[src/rtl/mips_control_unit.sv]
// Multi-cycle main control FSM for the MIPS datapath: fetch/decode, the core
// instruction subset, and opcode/overflow exceptions vectored through memory.
module mips_control_unit #(
    parameter int RESET_SP = 227
) (
    input  logic       clock,
    input  logic       reset,
    input  logic [5:0] opcode,
    input  logic [5:0] funct,
    input  logic       overflow,
    output logic       PCWrite,
    output logic       PCWriteCond,
    output logic       MemWrite,
    output logic       IRWrite,
    output logic       RegWrite,
    output logic       AB_Load,
    output logic       MDR_Load,
    output logic       ALUOutCtrl,
    output logic       EPCControl,
    output logic [2:0] IorD,
    output logic [2:0] RegDst,
    output logic [3:0] MemtoReg,
    output logic [1:0] ALUSrcA,
    output logic [1:0] ALUSrcB,
    output logic [2:0] ALUOp,
    output logic [2:0] PCSource,
    output logic [1:0] BranchCtrl,
    output logic [5:0] state
);

    // The stack pointer lives in the datapath; it must address the byte memory.
    if (RESET_SP < 0 || RESET_SP > 255) begin : g_bad_sp
        $error("RESET_SP outside the memory range");
    end

    typedef enum logic [5:0] {
        S_RESET     = 6'd0,
        S_FETCH     = 6'd1,
        S_FETCH_W   = 6'd2,
        S_IR_LOAD   = 6'd3,
        S_DECODE    = 6'd4,
        S_R_ALU     = 6'd5,
        S_R_WB      = 6'd6,
        S_ADDI      = 6'd7,
        S_I_WB      = 6'd8,
        S_MEM_ADDR  = 6'd9,
        S_LW_READ   = 6'd10,
        S_LW_WAIT   = 6'd11,
        S_LW_WB     = 6'd12,
        S_SW_WRITE  = 6'd13,
        S_BRANCH    = 6'd14,
        S_JUMP      = 6'd15,
        S_JAL_LINK  = 6'd16,
        S_JR        = 6'd17,
        S_RTE       = 6'd18,
        S_EXC       = 6'd19,
        S_EXC_WAIT  = 6'd20,
        S_EXC_JUMP  = 6'd21
    } state_t;

    state_t r_state;
    state_t w_next;
    logic   r_cause;      // 1 = overflow, 0 = bad opcode
    logic   w_next_cause;

    always_ff @(posedge clock) begin
        if (reset) begin
            r_state <= S_RESET;
            r_cause <= 1'b0;
        end else begin
            r_state <= w_next;
            if (w_next == S_EXC && r_state != S_EXC) begin
                r_cause <= w_next_cause;
            end
        end
    end

    assign state = r_state;

    always_comb begin
        w_next       = S_FETCH;
        w_next_cause = 1'b0;
        PCWrite      = 1'b0;
        PCWriteCond  = 1'b0;
        MemWrite     = 1'b0;
        IRWrite      = 1'b0;
        RegWrite     = 1'b0;
        AB_Load      = 1'b0;
        MDR_Load     = 1'b0;
        ALUOutCtrl   = 1'b0;
        EPCControl   = 1'b0;
        IorD         = 3'd0;
        RegDst       = 3'd0;
        MemtoReg     = 4'd0;
        ALUSrcA      = 2'd0;
        ALUSrcB      = 2'd0;
        ALUOp        = 3'b000;
        PCSource     = 3'd0;
        BranchCtrl   = 2'd0;

        case (r_state)
            S_RESET: begin
                RegWrite = 1'b1;
                RegDst   = 3'd3;
                MemtoReg = 4'd3;
                w_next   = S_FETCH;
            end
            S_FETCH, S_FETCH_W: begin
                ALUSrcB = 2'd1;
                ALUOp   = 3'b001;
                w_next  = (r_state == S_FETCH) ? S_FETCH_W : S_IR_LOAD;
            end
            S_IR_LOAD: begin
                IRWrite = 1'b1;
                PCWrite = 1'b1;
                ALUSrcB = 2'd1;
                ALUOp   = 3'b001;
                w_next  = S_DECODE;
            end
            S_DECODE: begin
                AB_Load    = 1'b1;
                ALUSrcB    = 2'd3;
                ALUOp      = 3'b001;
                ALUOutCtrl = 1'b1;
                case (opcode)
                    6'h00: begin
                        case (funct)
                            6'h20, 6'h22, 6'h24: w_next = S_R_ALU;
                            6'h08:               w_next = S_JR;
                            6'h13:               w_next = S_RTE;
                            default:             w_next = S_EXC;
                        endcase
                    end
                    6'h08:        w_next = S_ADDI;
                    6'h23, 6'h2B: w_next = S_MEM_ADDR;
                    6'h04, 6'h05: w_next = S_BRANCH;
                    6'h02:        w_next = S_JUMP;
                    6'h03:        w_next = S_JAL_LINK;
                    default:      w_next = S_EXC;
                endcase
            end
            S_R_ALU: begin
                ALUSrcA    = 2'd1;
                ALUOutCtrl = 1'b1;
                case (funct)
                    6'h20:   ALUOp = 3'b001;
                    6'h22:   ALUOp = 3'b010;
                    6'h24:   ALUOp = 3'b011;
                    default: ALUOp = 3'b000;
                endcase
                // Logical AND cannot overflow; only add/sub trap.
                if (overflow && (funct == 6'h20 || funct == 6'h22)) begin
                    w_next       = S_EXC;
                    w_next_cause = 1'b1;
                end else begin
                    w_next = S_R_WB;
                end
            end
            S_R_WB: begin
                RegWrite = 1'b1;
                RegDst   = 3'd1;
            end
            S_ADDI, S_MEM_ADDR: begin
                ALUSrcA    = 2'd1;
                ALUSrcB    = 2'd2;
                ALUOp      = 3'b001;
                ALUOutCtrl = 1'b1;
                if (r_state == S_MEM_ADDR) begin
                    w_next = (opcode == 6'h2B) ? S_SW_WRITE : S_LW_READ;
                end else if (overflow) begin
                    w_next       = S_EXC;
                    w_next_cause = 1'b1;
                end else begin
                    w_next = S_I_WB;
                end
            end
            S_I_WB: begin
                RegWrite = 1'b1;
            end
            S_LW_READ: begin
                IorD   = 3'd1;
                w_next = S_LW_WAIT;
            end
            S_LW_WAIT: begin
                IorD     = 3'd1;
                MDR_Load = 1'b1;
                w_next   = S_LW_WB;
            end
            S_LW_WB: begin
                RegWrite = 1'b1;
                MemtoReg = 4'd1;
            end
            S_SW_WRITE: begin
                IorD     = 3'd1;
                MemWrite = 1'b1;
            end
            S_BRANCH: begin
                ALUSrcA     = 2'd1;
                ALUOp       = 3'b010;
                PCWriteCond = 1'b1;
                PCSource    = 3'd1;
                BranchCtrl  = (opcode == 6'h05) ? 2'd1 : 2'd0;
            end
            S_JUMP: begin
                PCWrite  = 1'b1;
                PCSource = 3'd2;
            end
            S_JAL_LINK: begin
                RegWrite = 1'b1;
                RegDst   = 3'd2;
                MemtoReg = 4'd2;
                w_next   = S_JUMP;
            end
            S_JR: begin
                ALUSrcA = 2'd1;
                PCWrite = 1'b1;
            end
            S_RTE: begin
                PCWrite  = 1'b1;
                PCSource = 3'd3;
            end
            S_EXC: begin
                EPCControl = 1'b1;
                ALUSrcB    = 2'd1;
                ALUOp      = 3'b010;
                IorD       = r_cause ? 3'd3 : 3'd2;
                w_next     = S_EXC_WAIT;
            end
            S_EXC_WAIT: begin
                MDR_Load = 1'b1;
                IorD     = r_cause ? 3'd3 : 3'd2;
                w_next   = S_EXC_JUMP;
            end
            S_EXC_JUMP: begin
                PCWrite  = 1'b1;
                PCSource = 3'd4;
            end
            default: w_next = S_RESET;
        endcase
    end

endmodule

[config.mk]
export PLATFORM = sky130hd
export DESIGN_NAME = mips_control_unit
export DESIGN_NICKNAME = d
export VERILOG_FILES = /design/src/rtl/mips_control_unit.sv
export SDC_FILE = /design/constraint.sdc
export NUM_CORES = 1
export LEC_CHECK = 0
export ABC_CLOCK_PERIOD_IN_PS = 2500
export CAP_MARGIN = 20
export CORE_UTILIZATION = 44
export DETAILED_ROUTE_END_ITERATION = 16
export HOLD_SLACK_MARGIN = 0.05
export PLACE_DENSITY = 0.81
export SKIP_CTS_REPAIR_TIMING = 1
export SLEW_MARGIN = 15
export SYNTH_ARGS = -nofsm -noshare
export SYNTH_HDL_FRONTEND = slang
export SYNTH_SLANG_ARGS = --single-unit
[constraint.sdc]
create_clock -name clock -period 2.5 [get_ports clock]
set_input_delay 0.625 -clock clock [delete_from_list [all_inputs] [get_ports clock]]
set_output_delay 0.625 -clock clock [all_outputs]
set_load 0.01 [all_outputs]
# Yosys cells after proc, flatten, opt, wreduce, memory -nomap -nowiden
# Cells that the tools add are included.
[word_totals]
register_bits = 7
latch_bits = 0
mem_bits_rw = 0
romBits = 0
inputBits = 15
out_inout_bits = 37
memories = 0
[classes]
addsub = 0
mul = 0
n_div = 0
magnitude_cmp = 0
eq_ne = 35
shift = 0
n_mux = 32
bitwise = 0
n_reduce_logical = 21
[ops]
columns = ["cell", "count"]
rows = [
  ["case mux 6 bit (11 select lines)", 1],
  ["== test 6 x 4 -> 1 bit, second input constant", 10],
  ["== test 6 x 5 -> 1 bit, second input constant", 8],
  ["== test 6 x 3 -> 1 bit, second input constant", 6],
  ["case mux 6 bit (6 select lines)", 1],
  ["== test 6 bit, second input constant", 5],
  ["case mux 2 bit (3 select lines)", 5],
  ["== test 6 x 2 -> 1 bit, second input constant", 4],
  ["two-way mux 1 bit", 17],
  ["two-way mux 5 bit", 3],
  ["case mux 5 bit (3 select lines)", 1],
  ["OR reduction 5 bit", 3],
  ["OR reduction 2 bit", 7],
  ["logical NOT 6 bit", 2],
  ["case mux 3 bit (4 select lines)", 1],
  ["OR reduction 10 bit", 1],
  ["OR reduction 4 bit", 2],
  ["== test 6 x 1 -> 1 bit, second input constant", 1],
  ["inequality test 6 x 5 -> 1 bit, second input constant", 1],
  ["OR reduction 3 bit", 2],
  ["OR reduction 6 bit", 1],
  ["case mux 2 bit (2 select lines)", 1],
  ["two-way mux 3 bit", 1],
  ["logical AND 1 bit", 2],
  ["2 further kinds", 2],
]

# Logic depth before layout (Yosys ltp)
[logic_depth]
ltp_word = 7
ltp_mapped = 7

# Least setup slack after synthesis
# OpenSTA, ideal clock, no wires.
[synth_path]
path_kind = "input port to output port"
start = "input funct[0]"
end = "output ALUOp[1]"
t_arrival_ps = 1952
setup_slack_ps = -77
stages = 3
n_path_buf = 0
cell_sequence = "or4b_1 -> o41a_1 -> o32ai_1"
[synth_between]
elab_chain_len = 3
elab_cells_between_ends = 5
[synth_rtl]
columns = ["item", "line", "source"]
rows = [
  ["from (decl)", "9", "input logic [5:0] funct,"],
  ["== test 6 bit", "145", "case (funct)"],
  ["case mux 2 bit (3 select lines) *", "145", ""],
  ["case mux 2 bit (3 select lines) *", "101", "case (r_state)"],
  ["to (decl)", "25", "output logic [2:0] ALUOp,"],
]
# Mark *: on every way between the ends. The rest lies on a longest branch, timed or not.

# Worst setup path in the final report
[layout_path]
start = "input funct[3]"
end = "output ALUOp[1]"
# The elaborated chain is that of the path after synthesis.

==> results.yml <==
die:
  start_util: 0.466
  io_pins: 52
  rows: 19
  die_y_um: 56.1
  die-area_um2: 3140
  design.core.area_um2: 2760
  die_x_um: 56.1
worst_setup_path:
  crit_path_max_fanout: 3
  crit_cells: 5
  r2r_start: "state[4]"
  cp-endpoint: "ALUOp[1]"
  crit_chain: "buf_6 > or4b_4 > o41a_1 > o32ai_2 > buf_2"
  ff2ff_path_depth: 8
  required_ns: 1.88
  startpoint: "funct[3]"
  crit_path_end_kind: "output pin"
  cp-start-kind: "primary input"
  r2r-end: "r_cause"
  crit_arrival_ns: 2.09
  critPathBufInv: 2
  ff2ff_setup_slack_ns: 0.58
  worst_path_dominant_cell_family: "compound AO/OA/AOI/OAI gates"
  slowest_stage: "or4b_4"
  critical_path_class: "in -> out"
  max_stage_delay_ns: 0.54
logic_synthesis:
  synth_commonest_cells: "nor2_1, nand2_1, a21oi_1"
  yosysSeqAreaShare: 0.0934
  synthCells: 191
  ys_types: 59
  ys_warn_count: 0
  synth_largest_area_cell: "dfxtp_1"
  syn_area_um2: 1290
  avgSynthCellArea_um2: 6.73
  synth_top_area_share: 0.0934
  synth_ff_type: "dfxtp_1"
  ys_ff_latch: 6
  synth_area_leaders: "dfxtp_1, nor2_1, buf_4"
  synth-edff-count: 0
  synthArstFlopShare: 0
  yosysMostFrequentCell: "nor2_1"
place:
  portBuffers: 43
  dp_hpwl_um: 3310
  routabilityCongestion: 0.957
  placed_cells: 298
power:
  p_leak_nw: 1.10
  vdd_ir_drop_max_mv: 0.961
  power_density_nw_per_um2: 721
  finalPower_mw: 1.58
timing:
  period_needed_ns: 2.71
  timing.fmax_mhz: 368
  fin_worst_skew_ns: 0.00723
  hold_violations: 0
  layout_setup_ws_ns: -0.214
  timing.final.crit_share: 1.09
  drv_slew: 0
  rsz0062_at_grt: "yes"
  setup_violations: 2
routing:
  first_pass_iters: 4
  vias_per_cell: 5.96
  drc_errors: 0
  wl_um: 4540
  initialDrtViolationCount: 89
  wl_per_cell_um: 14.9
  ant_nets: 0
  vias: 1812
cts:
  clock-sinks: 6
  root_buffer: "clkbuf_4"
  clockBufferDepth: 2
  htreeDepth: 1
  clock_latency_ns: 0.25
  clk_pin_slew_ns: 0.04
  cts_tree: "built"
  numCtsBuffers: 3
outcome:
  violations: "setup timing"
  status: "finished, violations left"
global_route:
  grt_start_max_net_pins: 18
  grt_pass1_vias: 1568
  antenna_found_initial: 0
  grt_overflow_total: 0
  grt_usage: 0.266
  grt_pass1_wl_um: 6800
layout:
  antenna_cells: 0
  drive_gt1_frac: 0.333
  fin_nets: 290
  area_growth_pct: 69.8
  layout.cells.non_filler: 304
hold_path:
  min_path_type: "reg -> reg"
run:
  timing.max_cap.violations: 0
logic make-up after synthesis:
| logic type | Yosys count | share of synthesized area |
|---|---|---|
| simple gates | 90 | 0.387 |
| buf+inv | 29 | 0.130 |
| compound gates | 62 | 0.365 |
| flops | 6 | 0.0934 |
| mux | 1 | 0.00778 |
| xor+xnor | 2 | 0.0136 |
| other cells | 1 | 0.00292 |
worst min-delay path by stage:
| stage | start | cells past startpoint | slack (ns) | endpoint |
|---|---|---|---|---|
| 5_1_grt | r_cause | 3 | 0.59 | r_cause |
| 6_report | r_cause | 3 | 0.57 | r_cause |
| 3_3_place_gp | r_cause | 3 | 0.52 | r_cause |
| 4_1_cts | r_cause | 3 | 0.57 | r_cause |
| 3_5_place_dp | r_cause | 3 | 0.56 | r_cause |
| 2_1_floorplan | r_cause | 3 | 0.50 | r_cause |
area by class of cell:
class	count	area, um^2
fillers	192	573
flip-flops and latches	6	131
multi-input cells	163	1110
repair buffers	97	865
clock buffers	3	22.5
well taps	31	38.8
inverters	4	15.0
metal layers:
layer | GRT usage | up-vias | part of all wire
li1 | - | 883 | -
met1 | 0.347 | 828 | 0.43
met2 | 0.442 | 85 | 0.48
met3 | 0.0512 | 16 | 0.072
met4 | 0.0801 | 0 | 0.018
met5 | 0 | - | 0
per-stage QoR:
| step | util | area [um^2] | setup TNS (ns) | hold slack (ns) | worst slack (ns) |
|---|---|---|---|---|---|
| 6_report | 0.792 | 2180 | -0.238 | 0.572 | -0.214 |
| 4_1_cts | 0.745 | 2050 | -4.15 | 0.572 | -0.983 |
| 3_3_place_gp | 0.737 | 2030 | -2.76 | 0.522 | -0.947 |
| 3_5_place_dp | 0.737 | 2030 | -2.72 | 0.565 | -0.967 |
| 5_1_grt | 0.792 | 2180 | -0.334 | 0.590 | -0.225 |
| 2_1_floorplan | - | 1320 | 0 | 0.503 | 0.00275 |
layout by cell type (no fill, tap or decap), drive strengths merged, types with 4 or more instances in the layout:
master         instances
a21oi                 12
buf                   57
clkbuf                 5
clkdlybuf4s50         24
conb                   8
dfxtp                  6
dlymetal6s2s          14
inv                    4
nand2                 15
nand2b                 9
nor2                  21
nor2b                  8
nor3                   6
nor4                   6
nor4b                  4
o211ai                 5
o21ai                  5
o32ai                  5
flip-flops by register name (all words and copies together) (netlist names):
register,cells
r_cause,1
state,5
tightest hold or removal path, delay by kind of cell (launching register included):
kind	cells	cell delay (ns)
AOI/OAI and AO/OA	2	0.16
DFF	1	0.29
buffers and inverters	1	0.07
power by group:
group          leakage (nW)  total, mW  internal [mW]  switching, mW
clock                0.0138     0.0923         0.0545         0.0378
sequential           0.0516      0.191          0.128         0.0634
combinational          1.03       1.29          0.683          0.609
total                  1.10       1.58          0.865          0.711
(Power assumes the default switching activity.)
